**src/rtl/multi_debounce.sv**
```systemverilog
// Multi-channel switch debouncer: shared tick prescaler, 2-flop synchronisers, DEPTH-sample hysteresis.
// Optional auto-repeat of press pulses while held, enabled by defining MULTI_DEBOUNCE_REPEAT_EN.
module multi_debounce #(
  parameter int N         = 4,
  parameter int DEPTH     = 3,
  parameter int TICK_W    = 21,
  parameter int EXCL      = 1,
  parameter int REP_DELAY = 16,
  parameter int REP_RATE  = 4
) (
  input  logic         sysclk,
  input  logic         reset,
  input  logic [N-1:0] x_in,
  output logic [N-1:0] x_level,
  output logic [N-1:0] x_press,
  output logic [N-1:0] x_release
);

  if (N < 1 || N > 32 || DEPTH < 2 || DEPTH > 8 || TICK_W < 1) begin : g_bad_cfg
    $error("multi_debounce: N, DEPTH or TICK_W out of range");
  end
  if (REP_RATE < 1 || REP_RATE > REP_DELAY) begin : g_bad_rep_cfg
    $error("multi_debounce: REP_RATE must be in 1..REP_DELAY");
  end

  logic [TICK_W-1:0]         r_presc;
  logic [N-1:0]              r_sync1;
  logic [N-1:0]              r_sync2;
  logic [N-1:0][DEPTH-1:0]   r_shift;
  logic [N-1:0]              r_level;
  logic [N-1:0]              r_press;
  logic [N-1:0]              r_release;
  logic                      w_tick;
  logic [N-1:0]              w_qual;
  logic [N-1:0]              w_all1;
  logic [N-1:0]              w_all0;
  logic [N-1:0]              w_press_next;

  assign w_tick = &r_presc;

  // Exclusive mode: a channel only counts as pressed when it is the sole high input.
  always_comb begin
    w_qual = r_sync2;
    if (EXCL != 0 && N > 1 && !$onehot0(r_sync2)) w_qual = '0;
  end

  always_comb begin
    w_all1 = '0;
    w_all0 = '0;
    for (int i = 0; i < N; i++) begin
      w_all1[i] = &r_shift[i];
      w_all0[i] = ~|r_shift[i];
    end
  end

  always_ff @(posedge sysclk or posedge reset) begin
    if (reset) begin
      r_presc   <= '0;
      r_sync1   <= '0;
      r_sync2   <= '0;
      r_shift   <= '0;
      r_level   <= '0;
      r_press   <= '0;
      r_release <= '0;
    end else begin
      r_presc   <= r_presc + TICK_W'(1);
      r_sync1   <= x_in;
      r_sync2   <= r_sync1;
      if (w_tick) begin
        for (int i = 0; i < N; i++) r_shift[i] <= {r_shift[i][DEPTH-2:0], w_qual[i]};
      end
      for (int i = 0; i < N; i++) begin
        if (w_all1[i])      r_level[i] <= 1'b1;
        else if (w_all0[i]) r_level[i] <= 1'b0;
      end
      r_press   <= w_press_next;
      r_release <= w_all0 & r_level;
    end
  end

`ifdef MULTI_DEBOUNCE_REPEAT_EN
  localparam int REP_W = $clog2(REP_DELAY + 1);

  logic                    r_tick_d;
  logic [N-1:0][REP_W-1:0] r_rep_cnt;
  logic [N-1:0]            w_rep;

  // Counting happens on the cycle after the tick so repeats line up with the initial press.
  always_comb begin
    w_rep = '0;
    for (int i = 0; i < N; i++) begin
      if (r_tick_d && r_level[i] && !w_all0[i] && r_rep_cnt[i] == REP_W'(REP_DELAY - 1))
        w_rep[i] = 1'b1;
    end
  end

  always_ff @(posedge sysclk or posedge reset) begin
    if (reset) begin
      r_tick_d  <= 1'b0;
      r_rep_cnt <= '0;
    end else begin
      r_tick_d <= w_tick;
      for (int i = 0; i < N; i++) begin
        if (!r_level[i] || w_all0[i]) r_rep_cnt[i] <= '0;
        else if (r_tick_d)             r_rep_cnt[i] <= w_rep[i] ? REP_W'(REP_DELAY - REP_RATE)
                                                                 : r_rep_cnt[i] + REP_W'(1);
      end
    end
  end

  assign w_press_next = (w_all1 & ~r_level) | w_rep;
`else
  assign w_press_next = w_all1 & ~r_level;
`endif

  assign x_level   = r_level;
  assign x_press   = r_press;
  assign x_release = r_release;

endmodule

```
**config.mk**
```make
export PLATFORM = sky130hd
export DESIGN_NAME = multi_debounce
export DESIGN_NICKNAME = d
export VERILOG_FILES = /design/src/rtl/multi_debounce.sv
export SDC_FILE = /design/constraint.sdc
export NUM_CORES = 1
export LEC_CHECK = 0
export BUFFER_PORTS_ARGS = -buffer_cell sky130_fd_sc_hd__clkbuf_2
export CORE_ASPECT_RATIO = 1.2
export CORE_MARGIN = 5
export CORE_UTILIZATION = 62
export DETAILED_ROUTE_END_ITERATION = 7
export GPL_TIMING_DRIVEN = 0
export PLACE_DENSITY = 0.9
export SYNTH_ARGS = -nofsm -noshare
export SYNTH_HDL_FRONTEND = slang
export SYNTH_SLANG_ARGS = --single-unit
export TNS_END_PERCENT = 10
```
**constraint.sdc**
```tcl
create_clock -name sysclk -period 5.8 [get_ports sysclk]
set_input_delay 0.29 -clock sysclk [delete_from_list [all_inputs] [get_ports sysclk]]
set_output_delay 0.29 -clock sysclk [all_outputs]
set_load 0.03 [all_outputs]
```
* Word-level counts from Yosys, hierarchy flattened
Index checks and enable logic that the tools add are counted.
Storage, ports and cells: flip-flop bits (word level) 53, input port bits 6, output and inout bits 12, logic and storage cells 47
Operators by class: $add $sub $neg 4, magnitude comparators 1, equality and inequality tests 4, multiplexer cells 9, bitwise logic cells 3, reductions and logical operators 13
Operators with widths (count):
- $add 21x1->21 const B | 1
- $reduce_and 21->1 | 1
- $reduce_and 3->1 | 4
- $reduce_or 3->1 | 4
- $and 4x4->4 | 2
- $mux 1 | 8
- $ne 2x2->1 const B | 4
- $add 1x1->2 | 2
- $logic_not 1->1 | 4
- $mux 4 | 1
- $not 4->4 | 1
- $add 2x2->3 | 1
- $le 3x1->1 const B | 1

* Logic depth before layout (Yosys ltp)
Gate-level depths: netlist of the first run.
depth in word-level cells 4, mapped depth 7, gate-level depth less buffers 6

* Worst setup path after synthesis of the first run
Ideal clock, no wire load.
path kind register to register, start register r_presc[0], end register r_shift[11] in the netlist's numbering, library setup time 0.125 ns, arrival 1.809 ns, required time 5.675 ns, slack 3.866 ns, stages on the path, launching flop included 8, path buffers 2, clock period less this slack 1.934 ns, cell sequence dfrtp_1 > ha_1 > nand4_4 > nor4_4 > and4_1 > buf_6 > buf_12 > mux2_4
Between the ends: word-level cells in the longest chain between the ends 1
Ends and longest elaborated chain:
- from (decl) | line 26 | logic [TICK_W-1:0] r_presc;
- from (signal assigned) | line 66 | r_presc <= r_presc + TICK_W'(1);
- $reduce_and 21->1 | line 39 | assign w_tick = &r_presc;
- to (signal assigned) | line 61 | r_shift <= '0;
- to (decl) | line 29 | logic [N-1:0][DEPTH-1:0] r_shift;
Every way passes these cells. A chain may end at the register's enable or synchronous reset.

* Worst setup path after layout of the first run
start register r_presc[0], end register r_shift[6] in the netlist's numbering
Same word-level chain as after synthesis.

==> results.tsv, run 1 <==
stage	metric	value	unit
run_status	status	finished, final reports clean	
synth	synth_edf_count	0	
global_route	antenna_found_initial	0	
timing	worst_pin_slew	0.697	ns
synth	netlist_instances	163	
critical_path	cp_max_fo	10	
synth	yosysTopAreaCellShare	0.631	
synth	synth_top_area_cell	dfrtp_1	
power_and_ir_drop	power_leakage	1.17	nW
global_route	grt_max_degree	30	
timing	period_share	0.365	
drt	dr.first_iter.drc_count	68	
flow_run	maxCapViolCount	0	
timing	setup_viol	0	
drt	vias_per_cell	5.58	
timing	clock.fmax	473	MHz
timing	clock_skew	0.00477	ns
floorplan	die_h	73.8	um
critical_path	cp.required	5.99	ns
critical_path	cp_slowest_cell	dfrtp_1	
critical_path	crit_type	reg -> reg	
critical_path	crit_arrival	2.31	ns
critical_path	worstPathBufferInverterCount	2	
critical_path	end_kind	flop	
timing	whs	0.0901	ns
clocking	clock_latency	0.30	ns
placed_design	io_buffers	17	
critical_path	cp_top_family	simple AND/OR/NAND/NOR gates	
clocking	clockBufferDepth	2	
synth	synth_top_family_by_area	simple AND/OR/NAND/NOR gates	
floorplan	rows	23	
synth	yosysSeqAreaShare	0.631	
clocking	htree_levels	2	
synth	ys_types	26	
synth	synth-seq-cells	53	
synth	muxShareOfSynthArea	0.0678	
power_and_ir_drop	max-vdd-ir-drop	285	uV
synth	ys_warn_count	0	
placed_design	numPlacedInstances	218	
drt	vias	1262	
cells_and_area	area_growth	12.6	%
synth	synthTopCellsByArea	dfrtp_1 (63%), xnor2_1 (4.2%), xor2_1 (3.7%), mux2i_1 (2.9%), mux2_4 (2.9%)	
critical_path	crit_chain	ha_1 > nand4_4 > nor4_4 > and4_1 > buf_6 > buf_12 > mux2_4	
clocking	cts_tree	done	
timing	fin_crit	2.11	ns
placed_design	gp_congestion	0.761	
power_and_ir_drop	power_density	263	nW/um^2
synth	synth_common_cells	dfrtp_1 (53), inv_1 (15), nand2_1 (10), nand3_1 (10), xnor2_1 (10)	
synth	syn_avg_cell_area	12.9	um^2
global_route	overflow	0	
cells_and_area	postLayoutCoreUtil	0.716	
cells_and_area	drive_gt1_frac	0.196	
synth	synthSimpleGateAreaFrac	0.133	
critical_path	start_kind	flop	
clocking	cts_setup_buffers	0	
cells_and_area	instances_no_fill	226	
timing	maxSlewHeadroom	0.532	
drt	drt_first_pass_iters	4	
drt	wirelength	3.39	mm
global_route	grt_pass1_vias	1337	
floorplan	start_util	0.636	
cells_and_area	n_antenna_cell	0	
synth	yosysMostFrequentCell	dfrtp_1	
critical_path	max_stage_delay	0.42	ns
min_path	hold_path_class	in -> reg	
cells_and_area	nets	197	
synth	synth-xor-area-share	0.0791	
clocking	cts_root_buf	clkbuf_8	
synth	synthArstFlopShare	1.00	
clocking	post_cts_resized	0	
global_route	track_usage	0.167	
timing	hold_viol_final	0	
floorplan	pin_count	18	
synth	syn_nets	171	
synth	synth_compound_area_frac	0.0321	
timing	rsz0062_at_grt	no	
global_route	grt_pass1_wl	6.02	mm
clocking	clkTransAtPathRegs	0.09	ns
floorplan	fp.dieW	63.2	um
drt	ant_nets	0	
clocking	cts_inserted_buffers	5	
cells_and_area	multiInputGateArea	689	um^2
synth	synth_flop_cell	dfrtp_1	
placed_design	dp_hpwl	2.53	mm
drt	drc	0	
clocking	cts_hold_buf	1	
synth	syn_area	2100	um^2
clocking	clkSinkCount	53	
floorplan	dieArea	4660	um^2
synth	synth_adder_area_share	0.0155	
cells_and_area	fillCellCount	218	
drt	drt-wirelength-per-cell	15.0	um
floorplan	coreArea	3310	um^2
timing	drv_slew	0	
cells_and_area	seq_area	1330	um^2
power_and_ir_drop	fin_total_pwr	0.623	mW
timing	finalSetupTns	0	ns
## power by group
part / switching (mW) / total, mW / leakage, nW / internal [mW]
clock network: 0.109 / 0.235 / 0.0540 / 0.125
registers: 0.000895 / 0.373 / 0.708 / 0.372
logic: 0.0101 / 0.0151 / 0.409 / 0.00501
total: 0.120 / 0.623 / 1.17 / 0.502
## layer usage
metal | track usage | part of all wire | up-vias
met3 | 0.0505 | 0.050 | 10
met4 | 0.0808 | 0.026 | 0
li1 | - | - | 596
met1 | 0.179 | 0.37 | 623
met5 | 0 | 0 | -
met2 | 0.300 | 0.55 | 33
## worst paths after layout
| path | start | end | slack [ns] | cells after the start |
|---|---|---|---|---|
| setup / recovery | r_presc[0] | r_shift[6] | 3.69 | 7 |
| hold / removal | x_in[0] | r_sync1[0] | 0.09 | 1 |
| setup reg to reg | r_presc[0] | r_shift[6] | 3.69 | 7 |
| hold reg to reg | r_sync1[1] | r_sync2[1] | 0.35 | 0 |
| max in group asynchronous | reset | x_press[1] | 4.73 | 4 |
| min in group asynchronous | reset | r_sync2[1] | 0.55 | 3 |
## worst register-to-register path: stages (launching register included)
cell	delay [ns]
dfrtp_1	0.42
ha_1	0.27
nand4_4	0.17
nor4_4	0.34
and4_1	0.25
buf_6	0.12
buf_12	0.13
mux2_4	0.30
## final cells by class
class                   instances  share of cell area
well taps                      37              0.0195
plain buffers                   2              0.0132
clock inverters                 2              0.0148
multi-input cells              93               0.291
repair buffers                 19              0.0486
flip-flops and latches         53               0.560
clock buffers                   5              0.0291
inverters                      15              0.0238
## cell families after synthesis
logic type / after synthesis
mux: 12
simple gates: 47
fa+ha+maj: 2
buf+inv: 17
compound gates: 13
flops: 53
xor+xnor: 19
## registers in the layout, indices dropped and copies added, names as in the netlist
name       flops
r_presc       21
r_shift       12
r_sync2        4
x_level        4
r_sync1        4
x_release      4
x_press        4
## layout by cell type, fill, tap and decap left out, types with 2 or more instances in the layout
| cell | Yosys | layout |
|---|---|---|
| a21oi_1 | 4 | 4 |
| and3_1 | 4 | 4 |
| buf_12 | 1 | 2 |
| clkbuf_2 | 0 | 17 |
| clkbuf_8 | 0 | 5 |
| dfrtp_1 | 53 | 53 |
| inv_1 | 15 | 14 |
| mux2_2 | 2 | 2 |
| mux2_4 | 4 | 4 |
| mux2i_1 | 6 | 6 |
| nand2_1 | 10 | 10 |
| nand3_1 | 10 | 10 |
| nand4_1 | 2 | 2 |
| nor2_1 | 6 | 6 |
| nor3_1 | 6 | 6 |
| nor4b_1 | 4 | 4 |
| o21ai_0 | 8 | 8 |
| xnor2_1 | 10 | 10 |
| xor2_1 | 9 | 9 |
## per-stage QoR
step | setup WS, ns | area (um^2)
2_1_floorplan | 3.87 | 2100
3_3_place_gp | 3.74 | 2230
3_5_place_dp | 3.67 | 2250
4_1_cts | 3.67 | 2370
5_1_grt | 3.53 | 2370
6_report | 3.69 | 2370
Power figures use the tool's default switching activity.
==> inputs of run 2 (changes only) <==
--- a/config.mk
+++ b/config.mk
@@ -8,10 +8,10 @@
 export BUFFER_PORTS_ARGS = -buffer_cell sky130_fd_sc_hd__clkbuf_2
 export CORE_ASPECT_RATIO = 1.2
 export CORE_MARGIN = 5
-export CORE_UTILIZATION = 62
+export CORE_UTILIZATION = 58
 export DETAILED_ROUTE_END_ITERATION = 7
 export GPL_TIMING_DRIVEN = 0
-export PLACE_DENSITY = 0.9
+export PLACE_DENSITY = 0.86
 export SYNTH_ARGS = -nofsm -noshare
 export SYNTH_HDL_FRONTEND = slang
 export SYNTH_SLANG_ARGS = --single-unit
==> constraint.sdc (replaced) <==
create_clock -name sysclk -period 2.1 [get_ports sysclk]
set_input_delay 0.105 -clock sysclk [delete_from_list [all_inputs] [get_ports sysclk]]
set_output_delay 0.105 -clock sysclk [all_outputs]
set_load 0.03 [all_outputs]
==> run 2 against run 1 <==
Effect of this change:
- clock power rose to 3.0 times the previous value
- via count rose by 3.6%
- utilization fell by 2.6 points
- sequential share of layout area fell by 2.2 points
- first-iteration DRC count fell by 49%
- maximum frequency rose by 9.4%
- clock-buffer cell count rose by 2
- largest power group unchanged
==> results.tsv, run 2 (synthesized netlist as in run 1, its figures left out) <==
stage	metric	value	unit	change
run_status	status	finished, final reports clean		
placed_design	gp_congestion	0.754		-0.82%
global_route	grt_pass1_wl	6.02	mm	unchanged
clocking	htree_levels	2		unchanged
critical_path	cp_top_family	simple AND/OR/NAND/NOR gates		
cells_and_area	final_common_cell	dfrtp_1		
cells_and_area	top_register	r_presc		
critical_path	crit_chain	ha_2 > nand4_4 > nor4_4 > and4_1 > buf_6 > buf_12 > mux2_4		
placed_design	dp_hpwl	2.25	mm	-11%
floorplan	coreArea	3570	um^2	+8.0%
clocking	clockBufferDepth	2		unchanged
drt	vias_per_cell	5.49		-1.7%
critical_path	start_kind	flop		
critical_path	worstPathBufferInverterCount	2		unchanged
power_and_ir_drop	power_leakage	1.21	nW	+3.6%
min_path	hold_path_class	in -> async		
cells_and_area	n_antenna_cell	0		unchanged
critical_path	max_stage_delay	0.41	ns	about the same
flow_run	maxCapViolCount	0		unchanged
critical_path	cp_slowest_cell	dfrtp_1		
cells_and_area	postLayoutCoreUtil	0.689		-0.0263
floorplan	dieArea	4940	um^2	+5.9%
floorplan	rows	24		+4.3%
critical_path	crit_arrival	2.12	ns	-0.19 ns
cells_and_area	area_growth	17.1	%	
drt	wirelength	3.46	mm	+2.0%
cells_and_area	fillCellCount	250		+15%
timing	maxSlewHeadroom	0.553		+0.0211
critical_path	worstSetupEndpoint	r_shift[7]		
drt	drc	0		unchanged
timing	period_share	0.920		+0.556
placed_design	io_buffers	17		unchanged
cells_and_area	mostFrequentLayoutCells	dfrtp_1 (53), clkbuf_2 (17), inv_1 (14)		
critical_path	reg2regPathDepth	7		unchanged
timing	hold_viol_final	0		unchanged
clocking	cts_root_buf	clkbuf_8		
drt	ant_nets	0		unchanged
drt	drt-wirelength-per-cell	14.5	um	-3.1%
global_route	grt_max_degree	42		+40%
power_and_ir_drop	fin_total_pwr	1.78	mW	+190%
global_route	antenna_found_initial	0		unchanged
timing	drv_slew	0		unchanged
drt	drt_first_pass_iters	5		+1
timing	rsz0062_at_grt	no		
clocking	cts_inserted_buffers	5		unchanged
power_and_ir_drop	max-vdd-ir-drop	671	uV	+140%
cells_and_area	top_regs	r_presc x21, r_shift x12		
timing	clock_skew	0.00657	ns	+0.00180 ns
global_route	track_usage	0.160		-0.00687
critical_path	r2r_end	r_shift[7]		
clocking	clkTransAtPathRegs	0.09	ns	about the same
timing	whs	0.278	ns	+0.188 ns
drt	vias	1307		+3.6%
timing	setup_viol	0		unchanged
cells_and_area	drive_gt1_frac	0.216		+0.0203
critical_path	r2r-start	r_presc[0]		
timing	worst_pin_slew	0.666	ns	-0.0314 ns
critical_path	cp_max_fo	10		unchanged
global_route	grt_pass1_vias	1393		+4.2%
global_route	overflow	0		unchanged
floorplan	fp.dieW	65.0	um	+2.8%
critical_path	r2r_slack	0.17	ns	-3.52 ns
cells_and_area	largest_reg_flops	21		unchanged
cells_and_area	nets	206		+4.6%
clocking	clkSinkCount	53		unchanged
critical_path	end_kind	flop		
timing	clock.fmax	517	MHz	+9.4%
critical_path	cp.required	2.29	ns	-3.70 ns
drt	dr.first_iter.drc_count	35		-49%
floorplan	die_h	76.0	um	+2.9%
clocking	cts_tree	done		
floorplan	pin_count	18		unchanged
timing	fin_crit	1.93	ns	-0.182 ns
critical_path	crit_type	reg -> reg		
critical_path	path_depth	7		unchanged
floorplan	start_util	0.589		-0.0470
critical_path	startpoint	r_presc[0]		
clocking	clock_latency	0.30	ns	about the same
power_and_ir_drop	power_density	721	nW/um^2	+170%
run 2: changes by cell type in the layout (fill, tap and decap cells not counted):
cell,previous run,this run
ha_2,0,1
clkbuf_8,5,6
dlygate4sd3_1,1,5
ha_1,1,0
clkinv_2,1,0
buf_4,0,5
clkbuf_1,0,1
run 2: power breakdown:
part	total, mW	switching (mW)	internal [mW]
clock	0.698	0.309	0.388
combinational	0.0482	0.0295	0.0188
sequential	1.03	0.00300	1.03
run 2: worst min-delay path by stage:
stage	start	slack, ns	cells past startpoint	end
4_1_cts	reset	0.28	3	r_shift[9]
3_3_place_gp	x_in[2]	0.21	1	r_sync1[2]
3_5_place_dp	reset	0.05	2	r_shift[9]
6_report	reset	0.28	3	r_shift[9]
5_1_grt	reset	0.30	3	r_shift[9]
2_1_floorplan	x_in[0]	0.14	0	r_sync1[0]
run 2: tightest hold or removal path, cell delays in order:
cell           delay (ns)
dlygate4sd3_1        0.54
clkbuf_2             0.11
inv_2                0.22
run 2: stage by stage:
stage	instance area [um^2]	setup slack, ns	setup TNS [ns]	std cells
2_1_floorplan	2100	0.166	0	163
3_3_place_gp	2240	0.0536	0	219
3_5_place_dp	2260	-0.0182	-0.0622	220
4_1_cts	2430	0.0389	0	234
5_1_grt	2460	0.0443	0	238
6_report	2460	0.167	0	238
run 2: repair_timing:
| item | in CTS | in global routing |
|---|---|---|
| setup buffers | 1 | 4 |
| gates resized for setup | 1 | 0 |
| endpoints found under the setup margin | 4 | 4 |
| endpoints found under the hold margin | 16 | 0 |
| pin swaps | 1 | 2 |
| hold buffers | 5 | 0 |
run 2: metal layers:
layer  wire [um]  share of wire  global-route usage
met2        1840           0.53               0.280
met4          99          0.029              0.0846
met1        1350           0.39               0.166
met5           0              0                   0
met3         165          0.048              0.0518
run 2: layout make-up:
type                    instances  area [um^2]  area share
flip-flops and latches         53         1330       0.538
clock inverters                 1         30.0      0.0122
well taps                      39         48.8      0.0198
clock buffers                   7         86.3      0.0350
multi-input cells              93          692       0.281
plain buffers                   2         31.3      0.0127
repair buffers                 28          193      0.0782
inverters                      15         56.3      0.0229
==> inputs of run 3 (changes only) <==
--- a/config.mk
+++ b/config.mk
@@ -9,9 +9,11 @@
 export CORE_ASPECT_RATIO = 1.2
 export CORE_MARGIN = 5
 export CORE_UTILIZATION = 58
+export CTS_CLUSTER_SIZE = 40
 export DETAILED_ROUTE_END_ITERATION = 7
 export GPL_TIMING_DRIVEN = 0
 export PLACE_DENSITY = 0.86
+export RECOVER_POWER = 25
 export SYNTH_ARGS = -nofsm -noshare
 export SYNTH_HDL_FRONTEND = slang
 export SYNTH_SLANG_ARGS = --single-unit
==> run 3 against run 2 <==
Effect of this change:
- total power decreased by 0.35%
- final area decreased by 0.61%
- clock skew about the same
- worst setup slack improved by 0.011 ns
- sequential power about the same
- cell count unchanged
- hold slack improved by 0.064 ns
==> results.tsv, run 3 (synthesized netlist as in run 1, its figures left out) <==
stage	metric	value	unit	change
cells_and_area	multiInputGateArea	692	um^2	unchanged
critical_path	max_stage_delay	0.41	ns	about the same
cells_and_area	drive_gt1_frac	0.211		-0.00503
drt	dr.first_iter.drc_count	32		-8.6%
drt	drc	0		unchanged
cells_and_area	final_common_cell	dfrtp_1		
power_and_ir_drop	p_comb_frac	0.025		-0.002
clocking	cts_tree	done		
critical_path	cp_slowest_cell	dfrtp_1		
power_and_ir_drop	seq_power_share	0.582		+0.002
min_path	hold_path_class	in -> async		
cells_and_area	fillCellCount	251		+0.40%
global_route	overflow	0		unchanged
clocking	clockBufferDepth	2		unchanged
critical_path	cp_max_fo	10		unchanged
power_and_ir_drop	power.switching	0.339	mW	-0.81%
flow_run	maxCapViolCount	0		unchanged
global_route	grt_max_degree	42		unchanged
global_route	grt_pass1_wl	6.02	mm	unchanged
critical_path	end_kind	flop		
floorplan	rows	24		unchanged
critical_path	crit_type	reg -> reg		
cells_and_area	seq_area	1330	um^2	unchanged
timing	fin_crit	1.92	ns	-0.0107 ns
placed_design	gp_congestion	0.754		unchanged
timing	setup_viol	0		unchanged
cells_and_area	largest_reg_flops	21		unchanged
drt	vias_per_cell	5.42		-1.4%
critical_path	crit_chain	ha_2 > nand4_4 > nor4_4 > and4_1 > buf_6 > buf_12 > mux2_4		
global_route	grt_pass1_vias	1393		unchanged
drt	vias	1289		-1.4%
cells_and_area	nets	206		unchanged
timing	worst_pin_slew	0.957	ns	+0.292 ns
floorplan	die_h	76.0	um	unchanged
timing	hold_viol_final	0		unchanged
timing	drv_slew	0		unchanged
critical_path	r2r_slack	0.18	ns	about the same
placed_design	place_ws	-0.0182	ns	unchanged
cells_and_area	top_register	r_presc		
drt	drt-wirelength-per-cell	14.5	um	-0.29%
cells_and_area	postLayoutCoreUtil	0.685		-0.00420
clocking	clock_latency	0.30	ns	about the same
floorplan	dieArea	4940	um^2	unchanged
timing	period_share	0.915		-0.00510
timing	clock.fmax	520	MHz	+0.56%
clocking	htree_levels	2		unchanged
power_and_ir_drop	power_leakage	1.21	nW	-0.33%
clocking	clkSinkCount	53		unchanged
floorplan	fp.dieW	65.0	um	unchanged
cells_and_area	top_regs	r_presc x21, r_shift x12		
power_and_ir_drop	swShare	0.191		-0.000894
cells_and_area	mostFrequentLayoutCells	dfrtp_1 (53), clkbuf_2 (18), inv_1 (15)		
drt	wirelength	3.45	mm	-0.29%
global_route	track_usage	0.160		unchanged
run_status	status	finished, final reports clean		
placed_design	io_buffers	17		unchanged
critical_path	cp.required	2.29	ns	about the same
critical_path	worstPathBufferInverterCount	2		unchanged
power_and_ir_drop	p_int	1.43	mW	-0.24%
drt	ant_nets	0		unchanged
critical_path	crit_arrival	2.11	ns	about the same
global_route	antenna_found_initial	0		unchanged
floorplan	coreArea	3570	um^2	unchanged
critical_path	start_kind	flop		
power_and_ir_drop	fin_total_pwr	1.77	mW	-0.35%
placed_design	dp_hpwl	2.25	mm	unchanged
floorplan	start_util	0.589		unchanged
power_and_ir_drop	max-vdd-ir-drop	665	uV	-1.0%
timing	fin_ws	0.178	ns	+0.0107 ns
cells_and_area	area_growth	16.4	%	
timing	clock_skew	0.00660	ns	+0.0000359 ns
timing	maxSlewHeadroom	0.362		-0.191
clocking	clkTransAtPathRegs	0.09	ns	about the same
drt	drt_first_pass_iters	6		+1
timing	rsz0062_at_grt	no		
clocking	cts_root_buf	clkbuf_8		
floorplan	pin_count	18		unchanged
power_and_ir_drop	power_density	723	nW/um^2	+0.26%
clocking	cts_inserted_buffers	5		unchanged
critical_path	cp_top_family	simple AND/OR/NAND/NOR gates		
power_and_ir_drop	pwr-share-clk	0.393		about the same
cells_and_area	n_antenna_cell	0		unchanged
run 3: cell count changes in the layout (fill, tap and decap cells not counted):
| cell | delta |
|---|---|
| buf_12 | -1 |
| buf_4 | -1 |
| clkbuf_2 | +1 |
| clkbuf_4 | +1 |
| inv_1 | +1 |
| inv_2 | -1 |
run 3: power groups by stage:
| stage | clock network [mW] | registers [mW] | logic [mW] |
|---|---|---|---|
| CTS | 0.711 | 1.03 | 0.0494 |
| global placement | 0 | 1.05 | 0.0344 |
| floorplan | 0 | 1.05 | 0.0252 |
| detailed placement | 0 | 1.05 | 0.0418 |
| finish | 0.695 | 1.03 | 0.0442 |
| global route | 0.757 | 1.03 | 0.0521 |
run 3: worst paths after layout:
check / start / to / cells past startpoint
max: r_presc[0] / r_shift[7] / 7
min: reset / r_shift[9] / 3
max reg2reg: r_presc[0] / r_shift[7] / 7
min reg2reg: r_sync1[2] / r_sync2[2] / 0
max in group asynchronous: reset / r_presc[15] / 4
min in group sysclk: r_sync1[2] / r_sync2[2] / 0
run 3: per-layer routing:
layer,GRT usage,vias to the layer above,share of wire
met5,0,-,0
li1,-,619,-
met2,0.280,27,0.53
met4,0.0846,0,0.026
met3,0.0518,7,0.045
met1,0.166,636,0.40
run 3: worst reg2reg max path, stage by stage, from the launching register on:
cell and delay, ns:
dfrtp_1 0.41, ha_2 0.25, nand4_4 0.17, nor4_4 0.19, and4_1 0.24, buf_6 0.12, buf_12 0.14, mux2_4 0.30
run 3: through the flow:
step	cells	TNS (ns)	area, um^2	hold WS, ns
floorplan	163	0	2100	0.136
global placement	219	0	2240	0.214
detailed placement	220	-0.0622	2260	0.0468
CTS	234	0	2430	0.275
global route	238	0	2450	0.365
finish	238	0	2450	0.343
run 3: what timing repair did:
item / CTS / global route
gates resized for setup: 1 / 0
setup endpoints to repair: 4 / 4
hold endpoints to repair: 16 / 0
hold buffers: 5 / 0
buffers inserted: 1 / 4
pin swaps: 1 / 2
run 3: area by class of cell:
type,instances,share of cell area
sequential,53,0.542
multi-input combinational,93,0.283
timing repair buffer,28,0.0726
clock buffer,7,0.0353
inverter,15,0.0230
tap,39,0.0199
buffer,2,0.0128
clock inverter,1,0.0123
